===== src/rtl/cla16_sub_pipe_if.sv =====
// Streaming handshake bundle for the pipelined lookahead subtractor.
// master drives operands and out_ready; slave returns the difference and status flags.
interface cla16_sub_pipe_if #(
    parameter int unsigned WIDTH = 16
);
    logic             in_valid;
    logic             in_ready;
    logic [WIDTH-1:0] A;
    logic [WIDTH-1:0] B;
    logic             Bin;
    logic             out_valid;
    logic             out_ready;
    logic [WIDTH-1:0] D;
    logic             Bout;
    logic             OV;
    logic             Z;
    logic             N;
    logic             GG;
    logic             PG;

    modport master (
        output in_valid, A, B, Bin, out_ready,
        input  in_ready, out_valid, D, Bout, OV, Z, N, GG, PG
    );

    modport slave (
        input  in_valid, A, B, Bin, out_ready,
        output in_ready, out_valid, D, Bout, OV, Z, N, GG, PG
    );
endinterface


===== src/rtl/cla16_sub_pipe.sv =====
// Two-stage lookahead subtractor D = A - B - Bin, computed as A + ~B + ~Bin.
// Stage 1 resolves the low group and its carry; stage 2 resolves the high group and flags.
module cla16_sub_pipe #(
    parameter int unsigned WIDTH = 16
) (
    input logic             clk,
    input logic             rst_n,
    cla16_sub_pipe_if.slave bus
);
    localparam int unsigned H = WIDTH / 2;

    typedef struct packed {
        logic         g;
        logic         p;
        logic         cout;
        logic [H-1:0] s;
    } grp_t;

    // One lookahead group: per-bit generate/propagate, carries, group G/P (carry-in independent).
    function automatic grp_t cla_group(input logic [H-1:0] a, input logic [H-1:0] nb,
                                       input logic cin);
        grp_t         r;
        logic [H-1:0] g;
        logic [H-1:0] p;
        logic [H:0]   c;
        g    = a & nb;
        p    = a ^ nb;
        c    = '0;
        c[0] = cin;
        r.g  = 1'b0;
        r.p  = 1'b1;
        for (int unsigned i = 0; i < H; i++) begin
            c[i+1] = g[i] | (p[i] & c[i]);
            r.g    = g[i] | (p[i] & r.g);
            r.p    = r.p & p[i];
        end
        r.cout = c[H];
        r.s    = p ^ c[H-1:0];
        return r;
    endfunction

    logic             s1_valid_q;
    logic [H-1:0]     s1_dlo_q;
    logic             s1_c_q;
    logic             s1_glo_q;
    logic             s1_plo_q;
    logic [H-1:0]     s1_ahi_q;
    logic [H-1:0]     s1_nbhi_q;
    logic             s1_amsb_q;
    logic             s1_bmsb_q;

    logic             out_valid_q;
    logic [WIDTH-1:0] d_q;
    logic             bout_q;
    logic             ov_q;
    logic             z_q;
    logic             n_q;
    logic             gg_q;
    logic             pg_q;

    logic             s2_adv;
    logic             s1_adv;
    logic             accept;
    grp_t             lo;
    grp_t             hi;
    logic [WIDTH-1:0] d_next;

    always_comb begin
        s2_adv = !out_valid_q || bus.out_ready;
        s1_adv = s1_valid_q && s2_adv;
        accept = bus.in_valid && (!s1_valid_q || s2_adv);
    end

    assign lo     = cla_group(bus.A[H-1:0], ~bus.B[H-1:0], ~bus.Bin);
    assign hi     = cla_group(s1_ahi_q, s1_nbhi_q, s1_c_q);
    assign d_next = {hi.s, s1_dlo_q};

    always_ff @(posedge clk or negedge rst_n) begin
        if (!rst_n) begin
            s1_valid_q <= 1'b0;
            s1_dlo_q   <= '0;
            s1_c_q     <= 1'b0;
            s1_glo_q   <= 1'b0;
            s1_plo_q   <= 1'b0;
            s1_ahi_q   <= '0;
            s1_nbhi_q  <= '0;
            s1_amsb_q  <= 1'b0;
            s1_bmsb_q  <= 1'b0;
        end else if (accept) begin
            s1_valid_q <= 1'b1;
            s1_dlo_q   <= lo.s;
            s1_c_q     <= lo.cout;
            s1_glo_q   <= lo.g;
            s1_plo_q   <= lo.p;
            s1_ahi_q   <= bus.A[WIDTH-1:H];
            s1_nbhi_q  <= ~bus.B[WIDTH-1:H];
            s1_amsb_q  <= bus.A[WIDTH-1];
            s1_bmsb_q  <= bus.B[WIDTH-1];
        end else if (s1_adv) begin
            s1_valid_q <= 1'b0;
        end
    end

    // Output data only moves when stage 1 advances, so a stalled result stays bit-stable.
    always_ff @(posedge clk or negedge rst_n) begin
        if (!rst_n) begin
            out_valid_q <= 1'b0;
            d_q         <= '0;
            bout_q      <= 1'b0;
            ov_q        <= 1'b0;
            z_q         <= 1'b0;
            n_q         <= 1'b0;
            gg_q        <= 1'b0;
            pg_q        <= 1'b0;
        end else begin
            if (s2_adv) begin
                out_valid_q <= s1_valid_q;
            end
            if (s1_adv) begin
                d_q    <= d_next;
                bout_q <= ~hi.cout;
                ov_q   <= (s1_amsb_q != s1_bmsb_q) && (d_next[WIDTH-1] != s1_amsb_q);
                z_q    <= (d_next == '0);
                n_q    <= d_next[WIDTH-1];
                gg_q   <= hi.g | (hi.p & s1_glo_q);
                pg_q   <= hi.p & s1_plo_q;
            end
        end
    end

    assign bus.in_ready  = !s1_valid_q || s2_adv;
    assign bus.out_valid = out_valid_q;
    assign bus.D         = d_q;
    assign bus.Bout      = bout_q;
    assign bus.OV        = ov_q;
    assign bus.Z         = z_q;
    assign bus.N         = n_q;
    assign bus.GG        = gg_q;
    assign bus.PG        = pg_q;
endmodule


===== src/flat_wrapper.sv =====
// flat-port wrapper written by rule: the top's interface ports become plain ports
module cla16_sub_pipe_flat 
#(
    parameter int unsigned WIDTH = 16
)
  (clk, rst_n, bus_in_valid, bus_A, bus_B, bus_Bin, bus_out_ready, bus_in_ready, bus_out_valid, bus_D, bus_Bout, bus_OV, bus_Z, bus_N, bus_GG, bus_PG);
  cla16_sub_pipe_if #(.WIDTH(WIDTH)) bus_i ();
  input logic clk;
  input logic rst_n;
  input wire logic [$bits(bus_i.in_valid)-1:0] bus_in_valid;
  input wire logic [$bits(bus_i.A)-1:0] bus_A;
  input wire logic [$bits(bus_i.B)-1:0] bus_B;
  input wire logic [$bits(bus_i.Bin)-1:0] bus_Bin;
  input wire logic [$bits(bus_i.out_ready)-1:0] bus_out_ready;
  output wire logic [$bits(bus_i.in_ready)-1:0] bus_in_ready;
  output wire logic [$bits(bus_i.out_valid)-1:0] bus_out_valid;
  output wire logic [$bits(bus_i.D)-1:0] bus_D;
  output wire logic [$bits(bus_i.Bout)-1:0] bus_Bout;
  output wire logic [$bits(bus_i.OV)-1:0] bus_OV;
  output wire logic [$bits(bus_i.Z)-1:0] bus_Z;
  output wire logic [$bits(bus_i.N)-1:0] bus_N;
  output wire logic [$bits(bus_i.GG)-1:0] bus_GG;
  output wire logic [$bits(bus_i.PG)-1:0] bus_PG;
  assign bus_i.in_valid = bus_in_valid;
  assign bus_i.A = bus_A;
  assign bus_i.B = bus_B;
  assign bus_i.Bin = bus_Bin;
  assign bus_i.out_ready = bus_out_ready;
  assign bus_in_ready = bus_i.in_ready;
  assign bus_out_valid = bus_i.out_valid;
  assign bus_D = bus_i.D;
  assign bus_Bout = bus_i.Bout;
  assign bus_OV = bus_i.OV;
  assign bus_Z = bus_i.Z;
  assign bus_N = bus_i.N;
  assign bus_GG = bus_i.GG;
  assign bus_PG = bus_i.PG;
  cla16_sub_pipe #(.WIDTH(WIDTH)) u_core (.clk(clk), .rst_n(rst_n), .bus(bus_i));
endmodule

===== config.mk =====
export PLATFORM = sky130hd
export DESIGN_NAME = cla16_sub_pipe_flat
export DESIGN_NICKNAME = d
export VERILOG_FILES = /design/src/rtl/cla16_sub_pipe_if.sv /design/src/rtl/cla16_sub_pipe.sv /design/src/flat_wrapper.sv
export SDC_FILE = /design/constraint.sdc
export NUM_CORES = 1
export LEC_CHECK = 0
export ABC_CLOCK_PERIOD_IN_PS = 4940
export CAP_MARGIN = 10
export CORE_ASPECT_RATIO = 0.9
export CORE_MARGIN = 2
export CORE_UTILIZATION = 32
export CTS_BUF_LIST = sky130_fd_sc_hd__clkbuf_4
export DETAILED_ROUTE_END_ITERATION = 7
export PLACE_DENSITY_LB_ADDON = 0.08
export SYNTH_ARGS = -nofsm -noshare
export SYNTH_HDL_FRONTEND = slang
export SYNTH_SLANG_ARGS = --single-unit

===== constraint.sdc =====
create_clock -name clk -period 4.94 [get_ports clk]
set_clock_uncertainty 0.05 [all_clocks]
set_input_delay 0.988 -clock clk [delete_from_list [all_inputs] [get_ports clk]]
set_output_delay 0.988 -clock clk [all_outputs]
set_load 0.1 [all_outputs]

==> impl_metrics.csv, run 1 <==
group,metric,value,unit
outcome,status,"completed",
synth,synth_area,2690,sq um
clock_tree,clk_pin_slew,0.15,ns
clock_tree,holdBufCountCts,0,
critical_path,path_depth,12,
cells_and_area,multi_input_area,1290,sq um
placed_design,io_buffers,60,
synth,ys_types,32,
synth,yosysWarnings,0,
floorplanning,boundaryPins,61,
clock_tree,cts_buffers,5,
clock_tree,clk_latency,0.35,ns
cells_and_area,fill_cells,781,
synth,avgSynthCellArea,12.3,sq um
floorplanning,die_height,91.0,microns
critical_path,cp_common_cell,"fa_1",
timing,timing.final.hold_violations,0,
power,max-vdd-ir-drop,0.215,mV
cells_and_area,regArea,1280,sq um
detailed_routing,first_iter_violations,62,
detailed_routing,vias_per_cell,4.57,
placed_design,placed_cells,373,
timing,setup_viol,0,
floorplanning,core,8110,sq um
timing,max_slew_margin,33.5,%
critical_path,crit_slowest_cell,"clkdlybuf4s50_1",
synth,synth_seq_cells,51,
timing,period_share,96.3,%
global_route,grt_overflow,0,
timing,worstMarginPinSlew,0.995,ns
floorplanning,die-width,101,microns
timing,fin_ws,0.183,ns
placed_design,dp_hpwl,4.20,mm
cells_and_area,syn_to_final_growth,29.1,%
flow_run,maxCapViolCount,0,
critical_path,cp_cell_sequence,"clkdlybuf4s50_1, inv_1, fa_1, fa_1, fa_1, fa_1, fa_1, fa_1, fa_1, inv_1, fa_1, mux2_2",
cells_and_area,layout_common_cells,"clkdlybuf4s50_1 (58), dfrtp_1 (51), nand2_1 (26), mux2_2 (25), o21ai_0 (21)",
cells_and_area,drive_above_1_share,15.2,%
timing,layout_min_cycle_time,4.76,ns
placed_design,postPlaceCellArea,3360,sq um
floorplanning,die_area,9170,sq um
cells_and_area,nets,350,
clock_tree,root_buffer,"clkbuf_4",
power,power_leakage,1.54,nW
cells_and_area,final_area,3480,sq um
floorplanning,row_count,31,
synth,synth_top_area_share,47.4,%
critical_path,endpoint_kind,"register",
critical_path,crit_type,"primary input to register",
timing,final-max-slew-violation-count,0,
floorplanning,initial_core_util,33.2,%
placed_design,finalWeightedCongestion,0.764,
critical_path,worstPathRequired,5.14,ns
detailed_routing,wl,5.37,mm
hold_path,min_path_cells,2,
hold_path,min_path_type,"register to register",
cells_and_area,final_common_cell,"clkdlybuf4s50_1",
critical_path,crit_buf_inv,3,
clock_tree,clock_path_buffers,2,
power,power_density,530,nW/um^2
critical_path,slowest_delay,0.49,ns
timing,grt_setup_unrepaired,"no",
detailed_routing,wl_per_cell,14.1,microns
detailed_routing,antenna_left,0,
critical_path,cp_top_family,"adder cells",
synth,synth_top_cell_by_area,"dfrtp_1",
cells_and_area,n_antenna_cell,0,
global_route,antenna_found_initial,0,
synth,synth_nets,288,
critical_path,path_max_fanout,2,
synth,ys_seq_area_share,47.4,%
detailed_routing,vias,1740,
detailed_routing,drt_pre_antenna_iters,3,
clock_tree,cts_tree,"done",
clock_tree,htreeDepth,2,
detailed_routing,drc,0,
clock_tree,cts.sinks,51,
synth,syn-instance-count,219,
global_route,grt_pass1_vias,1700,
placed_design,preCtsSetupSlack,-0.197,ns
global_route,grt_max_degree,52,
critical_path,reg2reg_depth,13,
global_route,grt_pass1_wl,9.09,mm
cells_and_area,final_cells,381,
critical_path,worstSetupStartpointType,"primary input",
synth,ys_top_cells_by_area,"dfrtp_1 (47%), fa_1 (12%), mux2_2 (10%), ha_1 (7.4%), o21ai_0 (3.9%)",
timing,fmax,210,MHz
critical_path,arrival,4.95,ns
global_route,grt_usage,12.8,%
cell type report:
type,instances,area share [%]
Inverter,20,2.16
Timing Repair Buffer,62,17.5
Tap cell,99,3.56
Clock inverter,2,1.73
Multi-Input combinational cell,141,37.1
Sequential cell,51,36.7
Clock buffer,6,1.29
flip-flops by register name (all words and copies together) (netlist names), 7 cells and up:
signal / flops
u_core.s1_dlo_q: 8
u_core.bus.D: 15
u_core.s1_nbhi_q: 8
u_core.s1_ahi_q: 7
power breakdown:
part,internal [W],switching (W),leakage (nW)
combinational,0.000282,0.000680,0.873
clock,0.000164,0.000130,0.0559
sequential,0.000517,0.0000719,0.615
layer usage:
layer / vias to the layer above / global-route usage (%) / routed length [microns]
li1: 873 / - / -
met1: 825 / 20.7 / 2920
met2: 38 / 16.8 / 2200
met3: 4 / 2.54 / 183
met4: 0 / 3.77 / 64
met5: - / 0 / 0
per-stage QoR:
| stage | hold WS (ns) | utilization (%) | power, W | setup TNS (ns) |
|---|---|---|---|---|
| 2_1_floorplan | 0.416 | - | 0.00130 | 0 |
| 3_3_place_gp | 0.412 | 41.5 | 0.00156 | -0.157 |
| 3_5_place_dp | 0.430 | 41.5 | 0.00157 | -0.197 |
| 4_1_cts | 0.465 | 42.8 | 0.00186 | 0 |
| 5_1_grt | 0.487 | 42.9 | 0.00194 | 0 |
| 6_report | 0.452 | 42.9 | 0.00184 | 0 |
logic make-up after synthesis:
logic type	count (synthesis)	synth area share, %
flip-flops	51	47.4
AND/OR/NAND/NOR	47	9.10
AO/OA/AOI/OAI	36	8.27
adder cells (fa/ha/maj)	32	19.3
buffers and inverters	27	5.06
multiplexers	26	10.9
worst paths after layout:
check	startpoint	end	slack (ns)
worst min-delay path	u_core.bus.OV	u_core.bus.OV	0.45
worst max register to register	u_core.s1_nbhi_q[0]	u_core.bus.Z	0.27
worst max-delay path	bus_A[0]	u_core.s1_dlo_q[7]	0.18
max in group asynchronous	rst_n	u_core.s1_c_q	3.72
min in group asynchronous	rst_n	u_core.bus.D[0]	0.68
worst min register to register	u_core.bus.OV	u_core.bus.OV	0.45
cells in the mapped netlist:
master and number:
dfrtp_1 51, a21oi_1 7, buf_2 2, nor3b_1 1, nor4b_1 1, nor4_1 3
o2111ai_1 1, a2111oi_0 1, nor2b_1 2, nor2_1 3, buf_6 1, buf_12 1
clkbuf_2 1, a31oi_1 1, o41ai_4 1, nand2_4 2, fa_1 16, buf_4 2
nand3b_4 1, mux2_1 1, nand2b_1 3, o21a_1 1, inv_1 20, o41ai_1 1
a211oi_1 2, nand2_1 26, nand4_1 2, mux2_2 25, o21ai_0 21, nor3_1 1
nand3_1 2, ha_1 16
timing repair:
item / in CTS / in global routing
setup buffers: 0 / 0
endpoints found under the setup margin: 0 / 1
gates resized for setup: 0 / 2
worst reg2reg max path, stage by stage, from the launching register on:
cell	delay, ns
dfrtp_1	0.42
inv_1	0.08
fa_1	0.17
inv_1	0.05
fa_1	0.44
fa_1	0.47
fa_2	0.43
fa_1	0.46
fa_1	0.47
fa_1	0.46
fa_1	0.54
nor4b_2	0.30
nand4_1	0.11
o21ai_0	0.15
No activity file was read; power rests on OpenSTA's default activity.
==> inputs of run 2 (changes only) <==
Settings changed: SLEW_MARGIN set to 15.
==> results of run 2 <==
Final layout, timing and power as in run 1 (identical DEF).
==> inputs of run 3 (changes only) <==
Settings changed: CORE_ASPECT_RATIO 0.9 to 0.6.
==> impl_metrics.csv, run 3 (synthesized netlist as in run 1, its figures left out) <==
group,metric,value,unit
clock_tree,cts_tree,"done",
critical_path,reg2reg_depth,14,
placed_design,dp_hpwl,4.49,mm
cells_and_area,final_common_cell,"clkdlybuf4s50_1",
hold_path,whs_endpoint,"u_core.bus.OV",
detailed_routing,drt_pre_antenna_iters,4,
critical_path,rrSetupSlack,0.23,ns
clock_tree,clk_latency,0.39,ns
critical_path,arrival,4.97,ns
critical_path,path_max_fanout,2,
hold_path,hold_path_startpoint,"u_core.bus.OV",
flow_run,maxCapViolCount,0,
timing,max_slew_margin,33.2,%
cells_and_area,fill_cells,793,
floorplanning,die-width,122,microns
timing,layout_min_cycle_time,4.74,ns
clock_tree,clock_path_buffers,2,
timing,grt_setup_unrepaired,"no",
timing,timing.final.hold_violations,0,
clock_tree,htreeDepth,2,
floorplanning,core,8010,sq um
cells_and_area,n_antenna_cell,0,
detailed_routing,vias,1763,
critical_path,r2r-start,"u_core.s1_ahi_q[0]",
timing,setup_tns,0,ns
cells_and_area,largest_reg_flops,15,
floorplanning,die_area,9190,sq um
clock_tree,cts.sinks,51,
cells_and_area,nets,350,
floorplanning,initial_core_util,33.6,%
placed_design,io_buffers,60,
hold_path,min_path_type,"register to register",
placed_design,finalWeightedCongestion,0.728,
timing,fin_hold_ws,0.451,ns
floorplanning,boundaryPins,61,
global_route,antenna_found_initial,0,
timing,setup_viol,0,
power,power_density,521,nW/um^2
clock_tree,postCtsSetupBuffers,0,
timing,fmax,211,MHz
power,max-vdd-ir-drop,0.298,mV
global_route,grt_usage,14.5,%
timing,final-max-slew-violation-count,0,
global_route,grt_pass1_wl,9.80,mm
global_route,grt_max_degree,52,
critical_path,worstPathRequired,5.17,ns
detailed_routing,vias_per_cell,4.53,
detailed_routing,first_iter_violations,63,
detailed_routing,antenna_left,0,
clock_tree,cts_buffers,5,
clock_tree,clk_pin_slew,0.16,ns
critical_path,worstSetupStartpointType,"primary input",
critical_path,r2r_end,"u_core.bus.OV",
timing,worstMarginPinSlew,1.00,ns
cells_and_area,layout_common_cells,"clkdlybuf4s50_1 (58), dfrtp_1 (51), nand2_1 (26), mux2_2 (25)",
detailed_routing,drc,0,
cells_and_area,drive_above_1_share,14.9,%
critical_path,crit_type,"primary input to register",
power,power_leakage,1.53,nW
timing,period_share,95.9,%
cells_and_area,syn_to_final_growth,28.4,%
floorplanning,die_height,75.1,microns
detailed_routing,wl_per_cell,15.0,microns
outcome,status,"completed",
global_route,grt_overflow,0,
hold_path,min_path_cells,2,
detailed_routing,wl,5.82,mm
clock_tree,root_buffer,"clkbuf_4",
floorplanning,row_count,25,
critical_path,endpoint_kind,"register",
global_route,grt_pass1_vias,1903,
-- run 3: repair_timing --
action / 4_1_cts / 5_1_grt
endpoints found under the setup margin: 0 / 2
hold buffers: 0 / 0
gates resized for setup: 0 / 3
-- run 3: metal layers --
layer	GRT usage (%)	wire [microns]	vias up
li1	-	-	868
met1	22.2	3280	840
met2	19.4	2120	47
met3	4.09	343	8
met4	5.11	80	0
met5	0	0	-
-- run 3: stage by stage --
stage	area, sq um	utilization [%]	power, W	setup slack, ns	instances
CTS	3450	43.1	0.00182	0.132	389
detailed placement	3380	42.2	0.00157	-0.222	382
global route	3460	43.2	0.00191	0.0199	389
floorplan	2690	-	0.00130	0.392	219
finish	3460	43.2	0.00180	0.200	389
global placement	3380	42.2	0.00157	-0.186	382
-- run 3: how the worst max path moves through the flow --
stage	cells after the start	to	slack [ns]	start
CTS	13	u_core.bus.Z	0.13	u_core.s1_ahi_q[0]
finish	12	u_core.s1_dlo_q[7]	0.20	bus_A[0]
global route	14	u_core.bus.OV	0.02	u_core.s1_ahi_q[0]
global placement	12	u_core.s1_dlo_q[7]	-0.19	bus_A[0]
floorplan	10	u_core.s1_dlo_q[7]	0.39	bus_Bin
detailed placement	12	u_core.s1_dlo_q[7]	-0.22	bus_A[0]
-- run 3: worst max-delay path, cell delays in order --
cell and delay [ns]:
clkdlybuf4s50_1 0.50, inv_1 0.07, fa_1 0.37, fa_1 0.39
fa_1 0.39, fa_1 0.41, fa_1 0.39, fa_1 0.38
fa_1 0.36, inv_1 0.07, fa_1 0.40, mux2_2 0.26
-- run 3: report_power, final --
group          switching (W)  internal [W]  leakage, nW
Combinational       0.000684      0.000280        0.873
Sequential         0.0000750      0.000517        0.615
Clock               0.000141      0.000104       0.0373
-- run 3: area by class of cell --
cell class | count | area (sq um) | area share [%]
inverter | 20 | 75.1 | 2.17
clock inverter | 2 | 37.5 | 1.09
tap | 108 | 135 | 3.91
sequential | 51 | 1280 | 36.9
multi-input combinational | 141 | 1290 | 37.3
clock buffer | 5 | 37.5 | 1.09
timing repair buffer | 62 | 608 | 17.6
